**src/rtl/upd_slow_phy_to_llr_pkg.sv**
```systemverilog
// Shared constants and FSM state type for the slow-PHY to LLR unpacker.
package upd_slow_phy_to_llr_pkg;

   localparam int SAMPLE_W   = 16;
   localparam int LANES      = 8;
   localparam int WORD_W     = SAMPLE_W * LANES;
   localparam int LANE_IDX_W = $clog2(LANES);

   typedef enum logic [1:0] {
      ST_IDLE,
      ST_RUN,
      ST_FLUSH
   } state_t;

endpackage

```
**src/rtl/upd_slow_phy_to_llr_lane_mux.sv**
```systemverilog
// Selects one SAMPLE_W-wide lane out of a packed FIFO word.
module upd_slow_lane_mux
   import upd_slow_phy_to_llr_pkg::*;
(
   input  logic [WORD_W-1:0]     word,
   input  logic [LANE_IDX_W-1:0] sel,
   output logic [SAMPLE_W-1:0]   lane
);

   assign lane = word[SAMPLE_W*int'(sel) +: SAMPLE_W];

endmodule

```
**src/rtl/upd_slow_phy_to_llr.sv**
```systemverilog
// Unpacks IQ and noise FIFO words into a two-RE-per-beat stream with the matching noise value.
module upd_slow_phy_to_llr
   import upd_slow_phy_to_llr_pkg::*;
(
   input  logic                i_core_clk,
   input  logic                i_rx_rst,
   input  logic [15:0]         i_user_iq_noise_rate,
   input  logic [15:0]         i_cur_user_re_amounts,
   input  logic [WORD_W-1:0]   IQ_Data_SUM,
   input  logic [WORD_W-1:0]   Noise_Data_SUM,
   input  logic                IQ_FIFO_Empty,
   input  logic                Noise_FIFO_Empty,
   output logic                IQ_FIFO_Read_Enable,
   output logic                Noise_FIFO_Read_Enable,
   output logic                o_data_strobe,
   output logic [SAMPLE_W-1:0] o_re0_data_i,
   output logic [SAMPLE_W-1:0] o_re0_data_q,
   output logic [SAMPLE_W-1:0] o_re1_data_i,
   output logic [SAMPLE_W-1:0] o_re1_data_q,
   output logic [SAMPLE_W-1:0] o_noise_data
);

   state_t                state;
   state_t                state_next;
   logic [15:0]           rate;
   logic [15:0]           amount;
   logic [15:0]           re_cnt;
   logic [15:0]           nre;
   logic                  half;
   logic [LANE_IDX_W-1:0] nlane;

   logic                  fire;
   logic                  last_beat;
   logic                  nre_wrap;
   logic [16:0]           re_cnt_sum;
   logic [15:0]           nre_sum;

   logic [SAMPLE_W-1:0]   re0_i;
   logic [SAMPLE_W-1:0]   re0_q;
   logic [SAMPLE_W-1:0]   re1_i;
   logic [SAMPLE_W-1:0]   re1_q;
   logic [SAMPLE_W-1:0]   noise;

   // Reset gates fire so no FIFO word is lost while a user is being abandoned.
   assign fire       = (state == ST_RUN) && !IQ_FIFO_Empty && !Noise_FIFO_Empty && !i_rx_rst;
   assign re_cnt_sum = {1'b0, re_cnt} + 17'd2;
   assign last_beat  = re_cnt_sum >= {1'b0, amount};
   assign nre_sum    = nre + 16'd2;
   assign nre_wrap   = (nre_sum == rate);

   assign IQ_FIFO_Read_Enable    = fire && (half || last_beat);
   assign Noise_FIFO_Read_Enable = fire && ((nre_wrap && (nlane == LANE_IDX_W'(LANES-1))) || last_beat);

   upd_slow_lane_mux u_mux_re0_i (.word(IQ_Data_SUM),    .sel({half, 2'd0}), .lane(re0_i));
   upd_slow_lane_mux u_mux_re0_q (.word(IQ_Data_SUM),    .sel({half, 2'd1}), .lane(re0_q));
   upd_slow_lane_mux u_mux_re1_i (.word(IQ_Data_SUM),    .sel({half, 2'd2}), .lane(re1_i));
   upd_slow_lane_mux u_mux_re1_q (.word(IQ_Data_SUM),    .sel({half, 2'd3}), .lane(re1_q));
   upd_slow_lane_mux u_mux_noise (.word(Noise_Data_SUM), .sel(nlane),        .lane(noise));

   always_ff @(posedge i_core_clk) begin
      if (i_rx_rst) begin
         state <= ST_IDLE;
      end else begin
         state <= state_next;
      end
   end

   always_comb begin
      state_next = state;
      case (state)
         ST_IDLE:  state_next = ST_RUN;
         ST_RUN:   if (fire && last_beat) state_next = ST_FLUSH;
         ST_FLUSH: state_next = ST_IDLE;
         default:  state_next = ST_IDLE;
      endcase
   end

   // IDLE re-latches the user parameters so each user starts from half 0, lane 0.
   always_ff @(posedge i_core_clk) begin
      if (i_rx_rst) begin
         rate   <= '0;
         amount <= '0;
         re_cnt <= '0;
         nre    <= '0;
         half   <= 1'b0;
         nlane  <= '0;
      end else if (state == ST_IDLE) begin
         rate   <= i_user_iq_noise_rate;
         amount <= i_cur_user_re_amounts;
         re_cnt <= '0;
         nre    <= '0;
         half   <= 1'b0;
         nlane  <= '0;
      end else if (fire) begin
         re_cnt <= re_cnt_sum[15:0];
         half   <= ~half;
         if (nre_wrap) begin
            nre   <= '0;
            nlane <= nlane + LANE_IDX_W'(1);
         end else begin
            nre   <= nre_sum;
         end
      end
   end

   always_ff @(posedge i_core_clk) begin
      if (i_rx_rst) begin
         o_data_strobe <= 1'b0;
         o_re0_data_i  <= '0;
         o_re0_data_q  <= '0;
         o_re1_data_i  <= '0;
         o_re1_data_q  <= '0;
         o_noise_data  <= '0;
      end else begin
         o_data_strobe <= fire;
         if (fire) begin
            o_re0_data_i <= re0_i;
            o_re0_data_q <= re0_q;
            o_re1_data_i <= re1_i;
            o_re1_data_q <= re1_q;
            o_noise_data <= noise;
         end
      end
   end

endmodule

```
**config.mk**
```make
export PLATFORM = sky130hd
export DESIGN_NAME = upd_slow_phy_to_llr
export DESIGN_NICKNAME = d
export VERILOG_FILES = /design/src/rtl/upd_slow_phy_to_llr_pkg.sv /design/src/rtl/upd_slow_phy_to_llr_lane_mux.sv /design/src/rtl/upd_slow_phy_to_llr.sv
export SDC_FILE = /design/constraint.sdc
export NUM_CORES = 1
export LEC_CHECK = 0
export ABC_AREA = 0
export CAP_MARGIN = 20
export CORE_AREA = 5 5 141 143
export CTS_CLUSTER_DIAMETER = 40
export DETAILED_ROUTE_END_ITERATION = 10
export DIE_AREA = 0 0 146 148
export DONT_BUFFER_PORTS = 1
export GPL_TIMING_DRIVEN = 0
export MAX_ROUTING_LAYER = met4
export PLACE_DENSITY_LB_ADDON = 0.1
export RECOVER_POWER = 50
export REMOVE_ABC_BUFFERS = 1
export SLEW_MARGIN = 20
export SYNTH_ARGS = -nofsm -noshare
export SYNTH_HDL_FRONTEND = slang
export SYNTH_SLANG_ARGS = --single-unit
```
**constraint.sdc**
```tcl
create_clock -name i_core_clk -period 3.32 [get_ports i_core_clk]
set_clock_uncertainty 0.1 [all_clocks]
set_input_delay 0.166 -clock i_core_clk [delete_from_list [all_inputs] [get_ports i_core_clk]]
set_output_delay 0.166 -clock i_core_clk [all_outputs]
set_load 0.02 [all_outputs]
```
==> impl_metrics.prom <==
# TYPE chip_impl_metric gauge
chip_impl_info{name="result_of_the_run",value="complete, no violations"} 1
chip_impl_metric{name="synthesized_netlist_cell_count",unit=""} 874
chip_impl_info{name="synthTopCellsByArea",value="sky130_fd_sc_hd__dfxtp_1, sky130_fd_sc_hd__mux2i_1, sky130_fd_sc_hd__mux4_2"} 1
chip_impl_metric{name="routedWlPerCell",unit="µm"} 20.5
chip_impl_info{name="yosysMostFrequentCell",value="sky130_fd_sc_hd__dfxtp_1"} 1
chip_impl_info{name="regToRegStartpoint",value="nre[1]$_SDFFE_PP0P_"} 1
chip_impl_metric{name="crit_path_max_fo",unit=""} 4
chip_impl_metric{name="synth-edff-count",unit=""} 0
chip_impl_metric{name="floorplan.rows",unit=""} 50
chip_impl_metric{name="synth-seq-area-share",unit="%"} 36.9
chip_impl_metric{name="synth_top_cell_area_share",unit="%"} 36.9
chip_impl_metric{name="place_hpwl",unit="µm"} 17600
chip_impl_metric{name="async_reset_ff_share",unit="%"} 0
chip_impl_metric{name="slew_headroom",unit="%"} 2.97
chip_impl_metric{name="max_freq",unit="MHz"} 308
chip_impl_info{name="yosys.area.top_type",value="sky130_fd_sc_hd__dfxtp_1"} 1
chip_impl_info{name="worstHoldStart",value="Noise_Data_SUM[7]"} 1
chip_impl_metric{name="tot_gr_track_use",unit="%"} 23.4
chip_impl_metric{name="layout_setup_ws",unit="ns"} 0.0688
chip_impl_metric{name="first_pass_iters",unit=""} 5
chip_impl_metric{name="layout.filler_cells",unit=""} 1587
chip_impl_metric{name="portBuffers",unit=""} 0
chip_impl_metric{name="cts_buffers",unit=""} 17
chip_impl_info{name="yosys_most_used_dff",value="sky130_fd_sc_hd__dfxtp_1"} 1
chip_impl_info{name="rsz0062_at_grt",value="true"} 1
chip_impl_metric{name="final_hold_viol_count",unit=""} 0
chip_impl_metric{name="hold_path_depth",unit=""} 3
chip_impl_metric{name="syn_to_final_growth",unit="%"} 30.7
chip_impl_metric{name="start_util",unit="%"} 43.8
chip_impl_metric{name="gp_congestion",unit=""} 0.873
chip_impl_metric{name="power-per-cell-area",unit="nW/µm²"} 408
chip_impl_metric{name="initial_antenna_violation_count",unit=""} 2
chip_impl_info{name="hold_path_class",value="in -> reg"} 1
chip_impl_info{name="holdPathEnd",value="o_noise_data[7]$_SDFFE_PP0P_"} 1
chip_impl_info{name="start_kind",value="flop"} 1
chip_impl_metric{name="ys_ff_latch",unit=""} 149
chip_impl_metric{name="core-area",unit="µm²"} 18500
chip_impl_metric{name="floorplan.die.height",unit="µm"} 148
chip_impl_metric{name="timing.final.max_slew_violations",unit=""} 0
chip_impl_info{name="timing.rr.end",value="nre[7]$_SDFFE_PP0P_"} 1
chip_impl_info{name="worst_setup_path_end_kind",value="output pin"} 1
chip_impl_metric{name="final_core_utilization",unit="%"} 57.2
chip_impl_metric{name="detail_route.drc_violations",unit=""} 0
chip_impl_metric{name="setup_viol",unit=""} 0
chip_impl_metric{name="post_drt_via_cell_ratio",unit=""} 5.64
chip_impl_metric{name="min_period",unit="ns"} 3.25
chip_impl_metric{name="clock_sink_count",unit=""} 149
chip_impl_metric{name="global_route.overflow_total",unit=""} 0
chip_impl_metric{name="finalSetupTns",unit="ns"} 0
chip_impl_metric{name="drive_gt1_share",unit="%"} 12.3
chip_impl_metric{name="max_cap_violations",unit=""} 0
chip_impl_info{name="clock_tree_from_tritoncts",value="built"} 1
chip_impl_metric{name="power.ir.vdd_worst",unit="mV"} 0.331
chip_impl_metric{name="die_area",unit="µm²"} 21600
chip_impl_metric{name="first_iter_violations",unit=""} 469
chip_impl_metric{name="cts_max_level",unit=""} 4
chip_impl_metric{name="antenna_left",unit=""} 0
chip_impl_metric{name="reg2reg_slack",unit="ns"} 0.35
chip_impl_metric{name="worst_ep_required_time",unit="ns"} 3.05
chip_impl_info{name="ys_top_cells_by_count",value="sky130_fd_sc_hd__dfxtp_1, sky130_fd_sc_hd__nand2_1, sky130_fd_sc_hd__nor2_1"} 1
chip_impl_metric{name="syn_avg_cell_area",unit="µm²"} 9.25
chip_impl_metric{name="finish.net_count",unit=""} 1301
chip_impl_metric{name="io_pins",unit=""} 375
chip_impl_metric{name="detail_route.wirelength",unit="µm"} 25400
chip_impl_info{name="cts_root_buf",value="sky130_fd_sc_hd__clkbuf_16"} 1
chip_impl_metric{name="grt_first_pass_wirelength",unit="µm"} 39600
chip_impl_metric{name="worst_skew_pair.late_latency",unit="ns"} 0.42
chip_impl_metric{name="die_width",unit="µm"} 146
chip_impl_metric{name="via_count_of_the_first_global_routing_pass",unit=""} 7291
chip_impl_metric{name="post-place-ws",unit="ns"} -0.396
chip_impl_metric{name="yosys.cell_types.count",unit=""} 61
chip_impl_metric{name="final_period_util",unit="%"} 97.9
chip_impl_metric{name="clk_path_buf_depth",unit=""} 2
chip_impl_metric{name="yosysWarnings",unit=""} 0
chip_impl_metric{name="worst_ep_arrival_time",unit="ns"} 2.99
chip_impl_metric{name="finalPower",unit="µW"} 4310
chip_impl_metric{name="num_vias",unit=""} 6990
chip_impl_metric{name="power.static_leakage",unit="µW"} 0.00359
chip_impl_info{name="critPathKind",value="reg -> out"} 1
chip_impl_metric{name="grt_max_degree",unit=""} 115
chip_impl_metric{name="multi_input_area",unit="µm²"} 4790
chip_impl_metric{name="cts.clk_slew.worst_paths",unit="ns"} 0.07
chip_impl_metric{name="ff_latch_area",unit="µm²"} 3010
chip_impl_metric{name="worst_reg_to_reg_cells",unit=""} 8
chip_impl_metric{name="worst_slew_pin_slew",unit="ns"} 1.45
chip_impl_metric{name="post_synth_instance_area",unit="µm²"} 8080
## area by class of cell
type,instances,share of cell area (%)
diodes,2,0.0474
clock buffers,17,4.03
clock inverters,15,1.48
inverters,22,0.853
multi-input cells,630,45.4
flip-flops and latches,149,28.5
well taps,234,2.77
repair buffers,170,16.9
## placed cells by master, fill, tap and decap left out, types with 17 or more instances in the layout
cell type                         n
sky130_fd_sc_hd__nor2_1          91
sky130_fd_sc_hd__a21oi_1         43
sky130_fd_sc_hd__dlygate4sd3_1  157
sky130_fd_sc_hd__ha_1            18
sky130_fd_sc_hd__nand3b_1        17
sky130_fd_sc_hd__nand2_1         92
sky130_fd_sc_hd__mux4_2          32
sky130_fd_sc_hd__a211oi_1        65
sky130_fd_sc_hd__inv_1           21
sky130_fd_sc_hd__xnor2_1         20
sky130_fd_sc_hd__mux2i_1         83
sky130_fd_sc_hd__dfxtp_1        138
sky130_fd_sc_hd__clkbuf_16       17
sky130_fd_sc_hd__xor2_1          28
sky130_fd_sc_hd__o21ai_0         28
## what timing repair did
| action | in CTS | in global routing |
|---|---|---|
| hold endpoints to repair | 115 | 0 |
| setup endpoints to repair | 4 | 2 |
| hold buffers | 158 | 0 |
| setup buffers | 4 | 3 |
| pin swaps | 5 | 9 |
| resized for setup | 29 | 9 |
## critical path, stage by stage (launching register included)
cell	delay, ns
sky130_fd_sc_hd__dfxtp_4	0.37
sky130_fd_sc_hd__nand2_2	0.05
sky130_fd_sc_hd__or4_4	0.57
sky130_fd_sc_hd__nor2_4	0.16
sky130_fd_sc_hd__xor2_1	0.17
sky130_fd_sc_hd__ha_1	0.26
sky130_fd_sc_hd__nand4_1	0.13
sky130_fd_sc_hd__nor2_1	0.06
sky130_fd_sc_hd__nor2_1	0.09
sky130_fd_sc_hd__a21boi_1	0.06
sky130_fd_sc_hd__o21ai_1	0.17
sky130_fd_sc_hd__a31oi_2	0.11
sky130_fd_sc_hd__buf_6	0.15
sky130_fd_sc_hd__a21o_4	0.21
## how the worst max path moves through the flow
stage / from / endpoint / slack [ns] / cells after the start
5_1_grt: re_cnt[5]$_SDFFE_PP0P_ / Noise_FIFO_Read_Enable / -0.13 / 13
2_1_floorplan: state[1]$_SDFFE_PP0P_ / IQ_FIFO_Read_Enable / -0.34 / 6
3_5_place_dp: re_cnt[3]$_SDFFE_PP0P_ / Noise_FIFO_Read_Enable / -0.40 / 12
3_3_place_gp: state[1]$_SDFFE_PP0P_ / Noise_FIFO_Read_Enable / -1.95 / 6
4_1_cts: re_cnt[4]$_SDFFE_PP0P_ / Noise_FIFO_Read_Enable / 0.003 / 12
6_report: re_cnt[5]$_SDFFE_PP0P_ / Noise_FIFO_Read_Enable / 0.07 / 13
## where the power goes
| part | switching (µW) | internal [µW] | total, µW |
|---|---|---|---|
| clock network | 898 | 1010 | 1910 |
| logic | 200 | 266 | 466 |
| registers | 90.7 | 1840 | 1930 |
| total | 1190 | 3120 | 4310 |
## stage by stage
step | instance area (µm²) | cells | hold WS, ns
5_1_grt | 10600 | 1239 | 0.0608
3_5_place_dp | 8200 | 1040 | 0.148
4_1_cts | 10500 | 1234 | 0.0304
3_3_place_gp | 8050 | 1035 | 0.149
6_report | 10600 | 1239 | 0.0484
2_1_floorplan | 7760 | 801 | 0.135
## metal layers
metal | part of all wire (%) | routed length, µm | global-route usage [%] | up-vias
li1 | - | - | - | 3386
met4 | 2.2 | 568 | 7.06 | 0
met2 | 52 | 13100 | 40.3 | 237
met1 | 41 | 10300 | 27.0 | 3314
met5 | 0 | 0 | - | -
met3 | 5.6 | 1430 | 5.95 | 53
## state kept, by name, summed over array words and instances, names as in the netlist, 2 cells and up
| register | cells |
|---|---|
| o_re1_data_i | 16 |
| re_cnt | 15 |
| o_noise_data | 16 |
| rate | 16 |
| o_re0_data_q | 16 |
| nlane | 3 |
| o_re1_data_q | 16 |
| state | 2 |
| o_re0_data_i | 16 |
| nre | 15 |
| amount | 16 |
## kinds of logic (layout without fill, tap and decap cells)
| kind of cell | after synthesis | in the layout | synth area share (%) |
|---|---|---|---|
| AOI/OAI and AO/OA | 164 | 164 | 13.4 |
| DFF | 149 | 149 | 36.9 |
| adders and majority gates | 19 | 19 | 2.94 |
| other | 0 | 2 | 0 |
| muxes | 115 | 115 | 19.2 |
| and+or+nand+nor | 283 | 283 | 17.1 |
| xor gates and xnor gates | 49 | 49 | 5.40 |
| buffers and inverters | 95 | 224 | 5.06 |
Power figures use the tool's default switching activity.
